## src/rtl/ram_sweep_ctrl_if.sv

```systemverilog
// RAM-side bus of the sweep controller: write/read strobe, address, write data, read data.
// The master is the controller; the slave is the RAM it exercises.
interface ram_sweep_ctrl_if #(
  parameter int DATA_W = 8,
  parameter int ADDR_W = 3
);
  logic              mem_rw;
  logic [ADDR_W-1:0] mem_addr;
  logic [DATA_W-1:0] mem_wdata;
  logic [DATA_W-1:0] mem_rdata;

  modport master (
    output mem_rw,
    output mem_addr,
    output mem_wdata,
    input  mem_rdata
  );

  modport slave (
    input  mem_rw,
    input  mem_addr,
    input  mem_wdata,
    output mem_rdata
  );
endinterface

```

## src/rtl/ram_sweep_ctrl.sv

```systemverilog
// Memory sweep sequencer: fills every RAM word with seed + i*step, reads each back,
// and reports pass/fail, the mismatch count and the lowest failing address.
module ram_sweep_ctrl #(
  parameter int DATA_W = 8,
  parameter int ADDR_W = 3
) (
  input  logic                clk,
  input  logic                clr,
  input  logic                start,
  input  logic [DATA_W-1:0]   seed,
  input  logic [DATA_W-1:0]   step,
  ram_sweep_ctrl_if.master    mem,
  output logic                busy,
  output logic                done,
  output logic                pass,
  output logic [ADDR_W:0]     err_count,
  output logic [ADDR_W-1:0]   first_err_addr
);

  localparam int DEPTH = 2 ** ADDR_W;
  localparam logic [ADDR_W-1:0] LAST    = ADDR_W'(DEPTH - 1);
  localparam logic [ADDR_W-1:0] IDX_ONE = ADDR_W'(1);
  localparam logic [ADDR_W:0]   ERR_ONE = (ADDR_W + 1)'(1);

  typedef enum logic [2:0] {
    IDLE,
    WRITE,
    RD_ADDR,
    RD_CMP,
    FIN
  } state_t;

  state_t            state;
  logic [ADDR_W-1:0] idx;
  logic [DATA_W-1:0] acc;
  logic [DATA_W-1:0] seed_q;
  logic [DATA_W-1:0] step_q;
  logic              rw_q;
  logic [ADDR_W-1:0] addr_q;
  logic [DATA_W-1:0] wdata_q;
  logic              mismatch;

  assign mem.mem_rw    = rw_q;
  assign mem.mem_addr  = addr_q;
  assign mem.mem_wdata = wdata_q;

  // acc always holds exp(idx), so the read compare needs no multiplier
  assign mismatch = (state == RD_CMP) && (mem.mem_rdata != acc);

  always_ff @(posedge clk) begin
    if (clr) begin
      state          <= IDLE;
      idx            <= '0;
      acc            <= '0;
      seed_q         <= '0;
      step_q         <= '0;
      rw_q           <= 1'b0;
      addr_q         <= '0;
      wdata_q        <= '0;
      busy           <= 1'b0;
      done           <= 1'b0;
      pass           <= 1'b0;
      err_count      <= '0;
      first_err_addr <= '0;
    end else begin
      done <= 1'b0;
      case (state)
        IDLE: begin
          rw_q   <= 1'b0;
          addr_q <= '0;
          if (start) begin
            seed_q         <= seed;
            step_q         <= step;
            acc            <= seed;
            idx            <= '0;
            pass           <= 1'b0;
            err_count      <= '0;
            first_err_addr <= '0;
            rw_q           <= 1'b1;
            addr_q         <= '0;
            wdata_q        <= seed;
            busy           <= 1'b1;
            state          <= WRITE;
          end
        end

        WRITE: begin
          if (idx == LAST) begin
            idx     <= '0;
            acc     <= seed_q;
            rw_q    <= 1'b0;
            addr_q  <= '0;
            wdata_q <= seed_q;
            state   <= RD_ADDR;
          end else begin
            idx     <= idx + IDX_ONE;
            acc     <= acc + step_q;
            addr_q  <= idx + IDX_ONE;
            wdata_q <= acc + step_q;
          end
        end

        RD_ADDR: begin
          state <= RD_CMP;
        end

        // Address was already presented in RD_ADDR, so a registered RAM has caught up here
        RD_CMP: begin
          if (mismatch) begin
            err_count <= err_count + ERR_ONE;
            if (err_count == '0) begin
              first_err_addr <= idx;
            end
          end
          if (idx == LAST) begin
            busy    <= 1'b0;
            done    <= 1'b1;
            pass    <= (err_count == '0) && !mismatch;
            addr_q  <= '0;
            idx     <= '0;
            state   <= FIN;
          end else begin
            idx     <= idx + IDX_ONE;
            acc     <= acc + step_q;
            addr_q  <= idx + IDX_ONE;
            wdata_q <= acc + step_q;
            state   <= RD_ADDR;
          end
        end

        FIN: begin
          state <= IDLE;
        end

        default: begin
          state <= IDLE;
        end
      endcase
    end
  end

endmodule

```

## src/flat_wrapper.sv

```systemverilog
// flat-port wrapper written by rule: the top's interface ports become plain ports
module ram_sweep_ctrl_flat 
#(
  parameter int DATA_W = 8,
  parameter int ADDR_W = 3
)
  (clk, clr, start, seed, step, busy, done, pass, err_count, first_err_addr, mem_mem_rw, mem_mem_addr, mem_mem_wdata, mem_mem_rdata);
  ram_sweep_ctrl_if #(.DATA_W(DATA_W), .ADDR_W(ADDR_W)) mem_i ();
  input  logic clk;
  input  logic clr;
  input  logic start;
  input  logic [DATA_W-1:0] seed;
  input  logic [DATA_W-1:0] step;
  output logic busy;
  output logic done;
  output logic pass;
  output logic [ADDR_W:0] err_count;
  output logic [ADDR_W-1:0] first_err_addr;
  output wire logic [$bits(mem_i.mem_rw)-1:0] mem_mem_rw;
  output wire logic [$bits(mem_i.mem_addr)-1:0] mem_mem_addr;
  output wire logic [$bits(mem_i.mem_wdata)-1:0] mem_mem_wdata;
  input wire logic [$bits(mem_i.mem_rdata)-1:0] mem_mem_rdata;
  assign mem_mem_rw = mem_i.mem_rw;
  assign mem_mem_addr = mem_i.mem_addr;
  assign mem_mem_wdata = mem_i.mem_wdata;
  assign mem_i.mem_rdata = mem_mem_rdata;
  ram_sweep_ctrl #(.DATA_W(DATA_W), .ADDR_W(ADDR_W)) u_core (.clk(clk), .clr(clr), .start(start), .seed(seed), .step(step), .mem(mem_i), .busy(busy), .done(done), .pass(pass), .err_count(err_count), .first_err_addr(first_err_addr));
endmodule
```

## config.mk

```make
export PLATFORM = sky130hd
export DESIGN_NAME = ram_sweep_ctrl_flat
export DESIGN_NICKNAME = d
export VERILOG_FILES = /design/src/rtl/ram_sweep_ctrl_if.sv /design/src/rtl/ram_sweep_ctrl.sv /design/src/flat_wrapper.sv
export SDC_FILE = /design/constraint.sdc
export NUM_CORES = 1
export LEC_CHECK = 0
export CAP_MARGIN = 20
export CORE_ASPECT_RATIO = 1.1
export CORE_UTILIZATION = 40
export DETAILED_ROUTE_END_ITERATION = 8
export GPL_TIMING_DRIVEN = 1
export PLACE_DENSITY_LB_ADDON = 0.1
export SLEW_MARGIN = 10
export SYNTH_ARGS = -nofsm -noshare
export SYNTH_HDL_FRONTEND = slang
export SYNTH_SLANG_ARGS = --single-unit
```

## constraint.sdc

```tcl
create_clock -name clk -period 2.25 [get_ports clk]
set_input_delay 0.675 -clock clk [delete_from_list [all_inputs] [get_ports clk]]
set_output_delay 0.675 -clock clk [all_outputs]
set_load 0.02 [all_outputs]
```

-- Word-level counts from Yosys, hierarchy flattened
Index checks and enable logic that the tools add are counted.
- output and inout port bits: 22
- bits in latches: 0
- input port bits: 27
- memories: 0
- flip-flop bits (word level): 44
- bits in read-only memories: 0
- bits in writable memories: 0
- mux-type cells: 27
- divide/modulo/power cells: 0
- shift-type cells: 0
- $lt $le $gt $ge: 0
- bitwise logic cells: 1
- add/sub/neg operators: 3
- equal/unequal tests: 11
- reductions and logical operators: 19
- multipliers: 0
- operator list (operator ; number):
    8-bit 2-to-1 mux ; 3
    8-bit case mux with 3 select lines ; 1
    3-bit 2-to-1 mux ; 7
    3-bit case mux with 2 select lines ; 3
    3-bit case mux with 4 select lines ; 1
    3-bit AND reduction ; 3
    8-bit adder ; 1
    4-bit 2-to-1 mux ; 2
    2-bit inequality test (second input constant) ; 4
    8-bit inequality test ; 1
    4-bit case mux with 2 select lines ; 1
    2-bit AND reduction ; 4
    3-bit by 2-bit == test with 1-bit output (second input constant) ; 2
    1-bit 2-to-1 mux ; 6
    1-bit case mux with 2 select lines ; 3
    2-bit nonzero test ; 3
    4-bit by 1-bit adder with 4-bit output (second input constant) ; 1
    4-bit zero test ; 1
    2-bit by 1-bit inequality test with 1-bit output (second input constant) ; 2
    4-bit AND reduction ; 1
    2-bit OR reduction ; 2
    3-bit by 1-bit adder with 3-bit output (second input constant) ; 1
    3-bit by 1-bit == test with 1-bit output (second input constant) ; 1
    3-bit == test (second input constant) ; 1
    other kinds (5) ; 6

-- Longest topological paths before layout
Gate-level depths: netlist of run 1.
- depth after elaboration: 6
- gate-level depth with buffers: 8
- gate-level depth less buffers: 7

-- Worst setup path before layout of run 1
No wires, ideal clock.
- path kind: register to register
- start point: reg u_core.acc[0]
- end point: reg u_core.acc[4]
- data arrival time: 1940 ps
- buffers on the path: 0
- slack: 219 ps
- period minus slack after synthesis: 2031 ps
- cell stages (with the launch flop): 7
- library setup time: 91 ps
- cell sequence: dfxtp_1 > ha_1 > fa_1 > a211oi_1 > nor2_1 > or3_1 > a311oi_1
- word-level cells in the longest chain between the ends: 3
- elaborated cells between the ends (all ways): 4
- RTL lines (what ; line ; text):
    start: declaration ; ram_sweep_ctrl.sv:35 ; logic [DATA_W-1:0] acc;
    start signal: assignment ; ram_sweep_ctrl.sv:90 ; acc <= seed_q;
    start signal: assignment ; ram_sweep_ctrl.sv:97 ; acc <= acc + step_q;
    start signal: assignment ; ram_sweep_ctrl.sv:124 ; acc <= acc + step_q;
    8-bit adder * ; ram_sweep_ctrl.sv:97, ram_sweep_ctrl.sv:124 ;
    8-bit 2-to-1 mux, on equally long branches ; ram_sweep_ctrl.sv:115, ram_sweep_ctrl.sv:88 ;
    8-bit case mux with 3 select lines * ; ram_sweep_ctrl.sv:67 ; case (state)
Mark *: on every way between the ends. The rest lies on a longest branch, timed or not. The select of a mux whose other input is x is not followed.
A chain may end at the register's enable or synchronous reset.

==> flow_metrics.env, run 1 <==
export IMPL_cell_type_of_the_slowest_stage_on_the_worst_timing_path="sky130_fd_sc_hd__clkdlybuf4s50_1"
export IMPL_synth_seq_area_share_pct=38.5
export IMPL_worstReg2RegEnd="u_core.acc[4]"
export IMPL_hold_path_cell_count=2
export IMPL_path_delay_family="buffers and inverters"
export IMPL_num_nets_final=378
export IMPL_cts_buffers=5
export IMPL_num_vias=2178
export IMPL_htreeDepth=2
export IMPL_ff2ff_setup_slack_ns=0.20
export IMPL_die_y_um=81.3
export IMPL_drt_vias_per_instance=5.25
export IMPL_clk_path_buf_depth=2
export IMPL_rsz0062_at_grt="no"
export IMPL_fp_coreArea_um2=5430
export IMPL_post_synth_mux_area_share_pct=1.75
export IMPL_ys_seq_elements=44
export IMPL_cp_end_kind="primary output"
export IMPL_syn_mean_instance_area_um2=8.12
export IMPL_place_port_buffers=48
export IMPL_final_critical_path_setup_slack_ns=0.155
export IMPL_arrival_ns=1.42
export IMPL_synth_adder_area_share_pct=6.89
export IMPL_regToRegStartpoint="u_core.acc[0]"
export IMPL_synth_compound_area_share_pct=20.6
export IMPL_maximum_number_of_pins_on_one_net_before_global_route_repair=31
export IMPL_hold_viol_final=0
export IMPL_largest_family_of_logic_cells_by_synthesized_area="simple AND/OR/NAND/NOR gates"
export IMPL_hold_end="u_core.seed_q[3]"
export IMPL_path_clk_slew_ns=0.08
export IMPL_critical_path_cell_chain="clkdlybuf4s50_1"
export IMPL_final_wl_mm=5.81
export IMPL_io_pins=49
export IMPL_setup_viol=0
export IMPL_timing_max_transition_violations_final=0
export IMPL_fraction_of_final_layout_cells_sized_beyond_drive_strength_1_pct=9.41
export IMPL_worstRegToRegCells=6
export IMPL_cts_sinks=44
export IMPL_synth_enable_flop_cells=0
export IMPL_gp_congestion=0.773
export IMPL_flow_area_growth_from_synthesis_pct=33.7
export IMPL_worstPathBufferInverterCount=1
export IMPL_power_dens_cells_nw_per_um2=610
export IMPL_leakagePower_uw=0.00121
export IMPL_antenna_found_initial=0
export IMPL_period_share_pct=93.1
export IMPL_critPathMaxStageDelay_ns=0.65
export IMPL_yosysUniqueCellTypes=42
export IMPL_global_route_usage_total_pct=21.4
export IMPL_max_cap_violations=0
export IMPL_grt_overflow=0
export IMPL_design_die_area_um2=6030
export IMPL_cts_tree="yes"
export IMPL_chip_width_um=74.1
export IMPL_worst_slew_pin_slew_ns=0.504
export IMPL_synth_top_flop_cell="sky130_fd_sc_hd__dfxtp_1"
export IMPL_row_count=28
export IMPL_drc=0
export IMPL_setup_worst_path_class="reg -> out"
export IMPL_syn_num_nets=321
export IMPL_cts_root_buf="sky130_fd_sc_hd__clkbuf_8"
export IMPL_hold_worst_slack_ns=0.458
export IMPL_post_drt_wl_per_cell_um=14.0
export IMPL_global_route_wire_length_before_repair_mm=9.82
export IMPL_detailedPlace_worstSlack_ns=-0.110
export IMPL_antenna_left=0
export IMPL_area_share_of_xor_xnor_cells_in_the_synthesized_design_pct=5.36
export IMPL_syn_cell_area_um2=2290
export IMPL_post_synth_and_or_nand_nor_area_fraction_pct=23.5
export IMPL_worstSkewPairLatency_ns=0.30
export IMPL_ir_worst_vdd_mv=0.264
export IMPL_maxSlewHeadroom_pct=66.4
export IMPL_status="completed"
export IMPL_worstSetupStartpointType="flip-flop"
export IMPL_fin_crit_period_ns=2.10
export IMPL_required_ns=1.57
export IMPL_antennaDiodeCount=0
export IMPL_timing_hold_worst_class="reg -> reg"
export IMPL_max_freq_mhz=477
export IMPL_critPathMaxFanout=5
export IMPL_worstHoldStart="u_core.seed_q[3]"
export IMPL_fin_skew_ns=0.00398
export IMPL_yosys_warnings=0
export IMPL_initial_standard_cell_utilization_of_the_core_pct=42.1
export IMPL_async_reset_ff_share_pct=0
export IMPL_drt_pre_antenna_iters=4
export IMPL_dpl_hpwl_mm=4.24
export IMPL_synthCells=282
export IMPL_drtIter0Drc=113
export IMPL_first_global_vias=2037
## cell families after synthesis
family,count (synthesis)
XOR/XNOR,14
multiplexers,4
flip-flops,44
adder cells (fa/ha/maj),12
AO/OA/AOI/OAI,76
buffers and inverters,19
AND/OR/NAND/NOR,113
## synthesized netlist by cell type (2+ instances only)
cell type | number | area [um2]
sky130_fd_sc_hd__dfxtp_1 | 44 | 881
sky130_fd_sc_hd__nand2_1 | 55 | 206
sky130_fd_sc_hd__a211oi_1 | 5 | 37.5
sky130_fd_sc_hd__a21oi_1 | 34 | 170
sky130_fd_sc_hd__ha_1 | 11 | 138
sky130_fd_sc_hd__nand2b_1 | 3 | 18.8
sky130_fd_sc_hd__mux2i_1 | 4 | 40.0
sky130_fd_sc_hd__a31oi_1 | 3 | 18.8
sky130_fd_sc_hd__or3_1 | 3 | 18.8
sky130_fd_sc_hd__nand3b_1 | 3 | 22.5
sky130_fd_sc_hd__nor3_1 | 6 | 30.0
sky130_fd_sc_hd__o211ai_1 | 2 | 15.0
sky130_fd_sc_hd__a21o_1 | 4 | 30.0
sky130_fd_sc_hd__nor2b_1 | 2 | 12.5
sky130_fd_sc_hd__xor2_1 | 10 | 87.6
sky130_fd_sc_hd__o21ai_0 | 12 | 60.1
sky130_fd_sc_hd__xnor2_1 | 4 | 35.0
sky130_fd_sc_hd__buf_4 | 2 | 15.0
sky130_fd_sc_hd__clkbuf_1 | 10 | 37.5
sky130_fd_sc_hd__nor4_4 | 2 | 42.5
sky130_fd_sc_hd__nor2_1 | 23 | 86.3
sky130_fd_sc_hd__a21oi_2 | 3 | 26.3
sky130_fd_sc_hd__inv_1 | 5 | 18.8
sky130_fd_sc_hd__o21bai_1 | 2 | 15.0
sky130_fd_sc_hd__a311oi_1 | 3 | 26.3
sky130_fd_sc_hd__and3_1 | 2 | 12.5
sky130_fd_sc_hd__nand4_1 | 2 | 12.5
sky130_fd_sc_hd__nand3_1 | 8 | 40.0
sky130_fd_sc_hd__o31ai_1 | 2 | 15.0
## flip-flops by register name, indices dropped and copies added (netlist names)
signal,count
u_core.mem.mem_rw,1
u_core.state,3
u_core.busy,1
u_core.pass,1
u_core.mem.mem_addr,3
u_core.step_q,8
u_core.err_count,4
u_core.acc,8
u_core.done,1
u_core.idx,3
u_core.first_err_addr,3
u_core.seed_q,8
## power by group
group          internal, uW  switching, uW  total, uW
Clock                   363            277        641
Combinational           181            190        371
Sequential              817           37.2        855
Total                  1360            505       1870
## cells in the final DEF (no fill, tap or decap), types with 5 or more instances in the layout
master / instances
sky130_fd_sc_hd__ha_1: 11
sky130_fd_sc_hd__dfxtp_1: 44
sky130_fd_sc_hd__clkbuf_8: 6
sky130_fd_sc_hd__clkdlybuf4s50_1: 48
sky130_fd_sc_hd__o21ai_0: 12
sky130_fd_sc_hd__nand2_1: 55
sky130_fd_sc_hd__buf_4: 15
sky130_fd_sc_hd__nor3_1: 6
sky130_fd_sc_hd__xor2_1: 10
sky130_fd_sc_hd__inv_1: 5
sky130_fd_sc_hd__nor2_1: 23
sky130_fd_sc_hd__nand3_1: 8
sky130_fd_sc_hd__a21oi_1: 34
## how the worst max path moves through the flow
stage,startpoint,endpoint,slack [ns],cells past startpoint
after detailed placement,mem_mem_rdata[4],u_core.err_count[1],-0.11,6
after CTS,u_core.acc[1],mem_mem_wdata[1],0.14,1
final,u_core.acc[1],mem_mem_wdata[1],0.15,1
after global routing,u_core.idx[0],u_core.acc[7],0.03,7
after global placement,mem_mem_rdata[4],u_core.err_count[1],-0.09,6
after floorplan,u_core.acc[0],u_core.acc[4],0.22,6
## area by class of cell
class | instances | area, um2
Fill cell | 514 | 2370
Multi-Input combinational cell | 219 | 1330
Sequential cell | 44 | 881
Timing Repair Buffer | 64 | 613
Tap cell | 75 | 93.8
Clock buffer | 6 | 82.6
Clock inverter | 2 | 38.8
Inverter | 5 | 18.8
## per-layer routing
layer  track usage [%]  part of all wire (%)  up-vias
met4              4.62                   1.2        0
met2              37.0                    48       58
li1                  -                     -     1109
met5                 0                     0        -
met3              3.85                   4.8        6
met1              27.5                    46     1005
## per-stage QoR
stage	cells	TNS (ns)	util [%]	cell area, um2	total power, uW
after floorplan	282	0	-	2290	1080
after global placement	407	-0.325	54.0	2930	1240
after detailed placement	407	-0.475	54.0	2930	1240
after CTS	415	0	56.3	3060	1890
after global routing	415	0	56.4	3060	1970
final	415	0	56.4	3060	1870
## repair_timing
| action | in CTS | in global routing |
|---|---|---|
| endpoints found under the hold margin | 0 | 0 |
| hold buffers | 0 | 0 |
| resized for setup | 0 | 1 |
| setup endpoints to repair | 0 | 1 |
| setup buffers | 0 | 0 |
(Power assumes the default switching activity.)
==> run 2, diff against run 1 <==
RECOVER_POWER = 50   (was not set)
REMOVE_ABC_BUFFERS = 1   (was not set)
==> run 2 against run 1 <==
  * Clock skew increased by 0.0037 ns
  * Routed wire length decreased by 1.8%
  * Power decreased by 5.3%
  * Critical path depth unchanged
  * Cell count decreased by 0.48%
==> flow_metrics.env, run 2 (synthesis gave the netlist of run 1 again) <==
export IMPL_cts_sinks=44
export IMPL_worstRegToRegCells=6
export IMPL_worstPathBufferInverterCount=1
export IMPL_initial_standard_cell_utilization_of_the_core_pct=42.1
export IMPL_hold_path_cell_count=2
export IMPL_dpl_hpwl_mm=4.22
export IMPL_drt_pre_antenna_iters=4
export IMPL_layout_common_cells="55 x sky130_fd_sc_hd__nand2_1, 44 x sky130_fd_sc_hd__dfxtp_1, 43 x sky130_fd_sc_hd__clkdlybuf4s50_1, 34 x sky130_fd_sc_hd__a21oi_1, 23 x sky130_fd_sc_hd__nor2_1"
export IMPL_timing_max_transition_violations_final=0
export IMPL_final_util_pct=55.5
export IMPL_row_count=28
export IMPL_cts_root_buf="sky130_fd_sc_hd__clkbuf_8"
export IMPL_critical_path_cell_chain="clkdlybuf4s50_1"
export IMPL_total_area_of_multi_input_combinational_cells_um2=1330
export IMPL_fp_coreArea_um2=5430
export IMPL_hold_viol_final=0
export IMPL_antenna_left=0
export IMPL_cp_end_kind="primary output"
export IMPL_global_route_wire_length_before_repair_mm=9.45
export IMPL_critPathMaxStageDelay_ns=0.65
export IMPL_switchingPower_uw=501
export IMPL_global_route_usage_total_pct=20.7
export IMPL_power_dens_cells_nw_per_um2=586
export IMPL_flow_area_growth_from_synthesis_pct=31.8
export IMPL_critical_path_cell_count=1
export IMPL_antenna_found_initial=0
export IMPL_required_ns=1.57
export IMPL_critPathMaxFanout=5
export IMPL_worstSkewPairLatency_ns=0.30
export IMPL_drc=0
export IMPL_io_pins=49
export IMPL_gp_congestion=0.821
export IMPL_sequential_cell_area_um2=881
export IMPL_post_drt_wl_per_cell_um=13.8
export IMPL_period_share_pct=92.1
export IMPL_chip_width_um=74.1
export IMPL_fin_crit_period_ns=2.07
export IMPL_cts_tree="yes"
export IMPL_place_port_buffers=48
export IMPL_timing_hold_worst_class="reg -> reg"
export IMPL_worst_slew_pin_slew_ns=0.515
export IMPL_num_nets_final=377
export IMPL_antennaDiodeCount=0
export IMPL_fin_skew_ns=0.00764
export IMPL_fraction_of_final_layout_cells_sized_beyond_drive_strength_1_pct=8.28
export IMPL_status="completed"
export IMPL_commonest_non_fill_non_tap_cell_in_the_layout="sky130_fd_sc_hd__nand2_1"
export IMPL_arrival_ns=1.40
export IMPL_htreeDepth=2
export IMPL_first_global_vias=2017
export IMPL_maximum_number_of_pins_on_one_net_before_global_route_repair=26
export IMPL_drtIter0Drc=106
export IMPL_cts_buffers=5
export IMPL_max_cap_violations=0
export IMPL_design_die_area_um2=6030
export IMPL_setup_worst_path_class="reg -> out"
export IMPL_final_wl_mm=5.71
export IMPL_cell_type_of_the_slowest_stage_on_the_worst_timing_path="sky130_fd_sc_hd__clkdlybuf4s50_1"
export IMPL_rsz0062_at_grt="no"
export IMPL_sw_frac_of_total_pct=28.4
export IMPL_leakagePower_uw=0.00119
export IMPL_power_sequential_fraction_pct=48.3
export IMPL_path_delay_family="buffers and inverters"
export IMPL_path_clk_slew_ns=0.08
export IMPL_clkPwrFrac_pct=31.2
export IMPL_ir_worst_vdd_mv=0.263
export IMPL_clk_path_buf_depth=2
export IMPL_maxSlewHeadroom_pct=65.7
export IMPL_grt_overflow=0
export IMPL_num_vias=2145
export IMPL_fillers=526
export IMPL_worstSetupStartpointType="flip-flop"
export IMPL_p_int_uw=1270
export IMPL_drt_vias_per_instance=5.19
export IMPL_max_freq_mhz=483
export IMPL_share_comb_of_total_power_pct=20.5
export IMPL_die_y_um=81.3
export IMPL_setup_viol=0
export IMPL_hold_worst_slack_ns=0.456
export IMPL_largest_registers="u_core.acc x8, u_core.seed_q x8, u_core.step_q x8"
-- run 2: cell types whose count changed in the layout (fill, tap and decap cells not counted), moves of 2 or more --
cell                              before  now
sky130_fd_sc_hd__clkbuf_1              0    2
sky130_fd_sc_hd__clkbuf_2              0    2
sky130_fd_sc_hd__buf_4                15   10
sky130_fd_sc_hd__dlygate4sd3_1         0    5
sky130_fd_sc_hd__clkdlybuf4s50_1      48   43
-- run 2: stage by stage --
step           std cells  setup WS, ns  setup TNS, ns  total power, uW  area (um2)
2_1_floorplan        268         0.219              0             1060        2230
3_3_place_gp         406        -0.101         -0.335             1240        2940
3_5_place_dp         406       -0.0987         -0.437             1240        2940
4_1_cts              413         0.134              0             1790        3040
5_1_grt              413        0.0603              0             1850        3020
6_report             413         0.178              0             1770        3020
-- run 2: area by class of cell --
cell class / instances / share of cell area, %
inverters: 5 / 0.622
well taps: 75 / 3.11
multi-input cells: 219 / 44.2
clock buffers: 7 / 3.20
repair buffers: 63 / 19.7
flip-flops and latches: 44 / 29.2
-- run 2: worst paths after layout --
path,to,startpoint,slack [ns]
worst max-delay path,mem_mem_wdata[1],u_core.acc[1],0.18
worst min-delay path,u_core.seed_q[4],u_core.seed_q[4],0.46
worst max register to register,u_core.acc[4],u_core.acc[0],0.19
worst min register to register,u_core.seed_q[4],u_core.seed_q[4],0.46
-- run 2: layer usage --
| metal | wire length, um | part of all wire, % | GRT usage (%) | up-vias |
|---|---|---|---|---|
| met4 | 71 | 1.2 | 6.35 | 0 |
| met2 | 2680 | 47 | 33.8 | 43 |
| met1 | 2750 | 48 | 27.1 | 995 |
| met3 | 208 | 3.6 | 4.59 | 7 |
| met5 | 0 | 0 | 0 | - |
| li1 | - | - | - | 1100 |
-- run 2: power by group through the flow --
stage	registers (uW)	clock network (uW)	logic, uW
5_1_grt	861	591	401
4_1_cts	855	560	370
2_1_floorplan	888	0	177
3_5_place_dp	873	0	369
6_report	854	551	362
3_3_place_gp	873	0	364
-- run 2: what timing repair did --
item                                    in CTS  in global routing
hold endpoints to repair                     0                  0
hold buffers                                 0                  0
gates resized for setup                      0                  1
endpoints found under the setup margin       0                  1
setup buffers                                0                  0
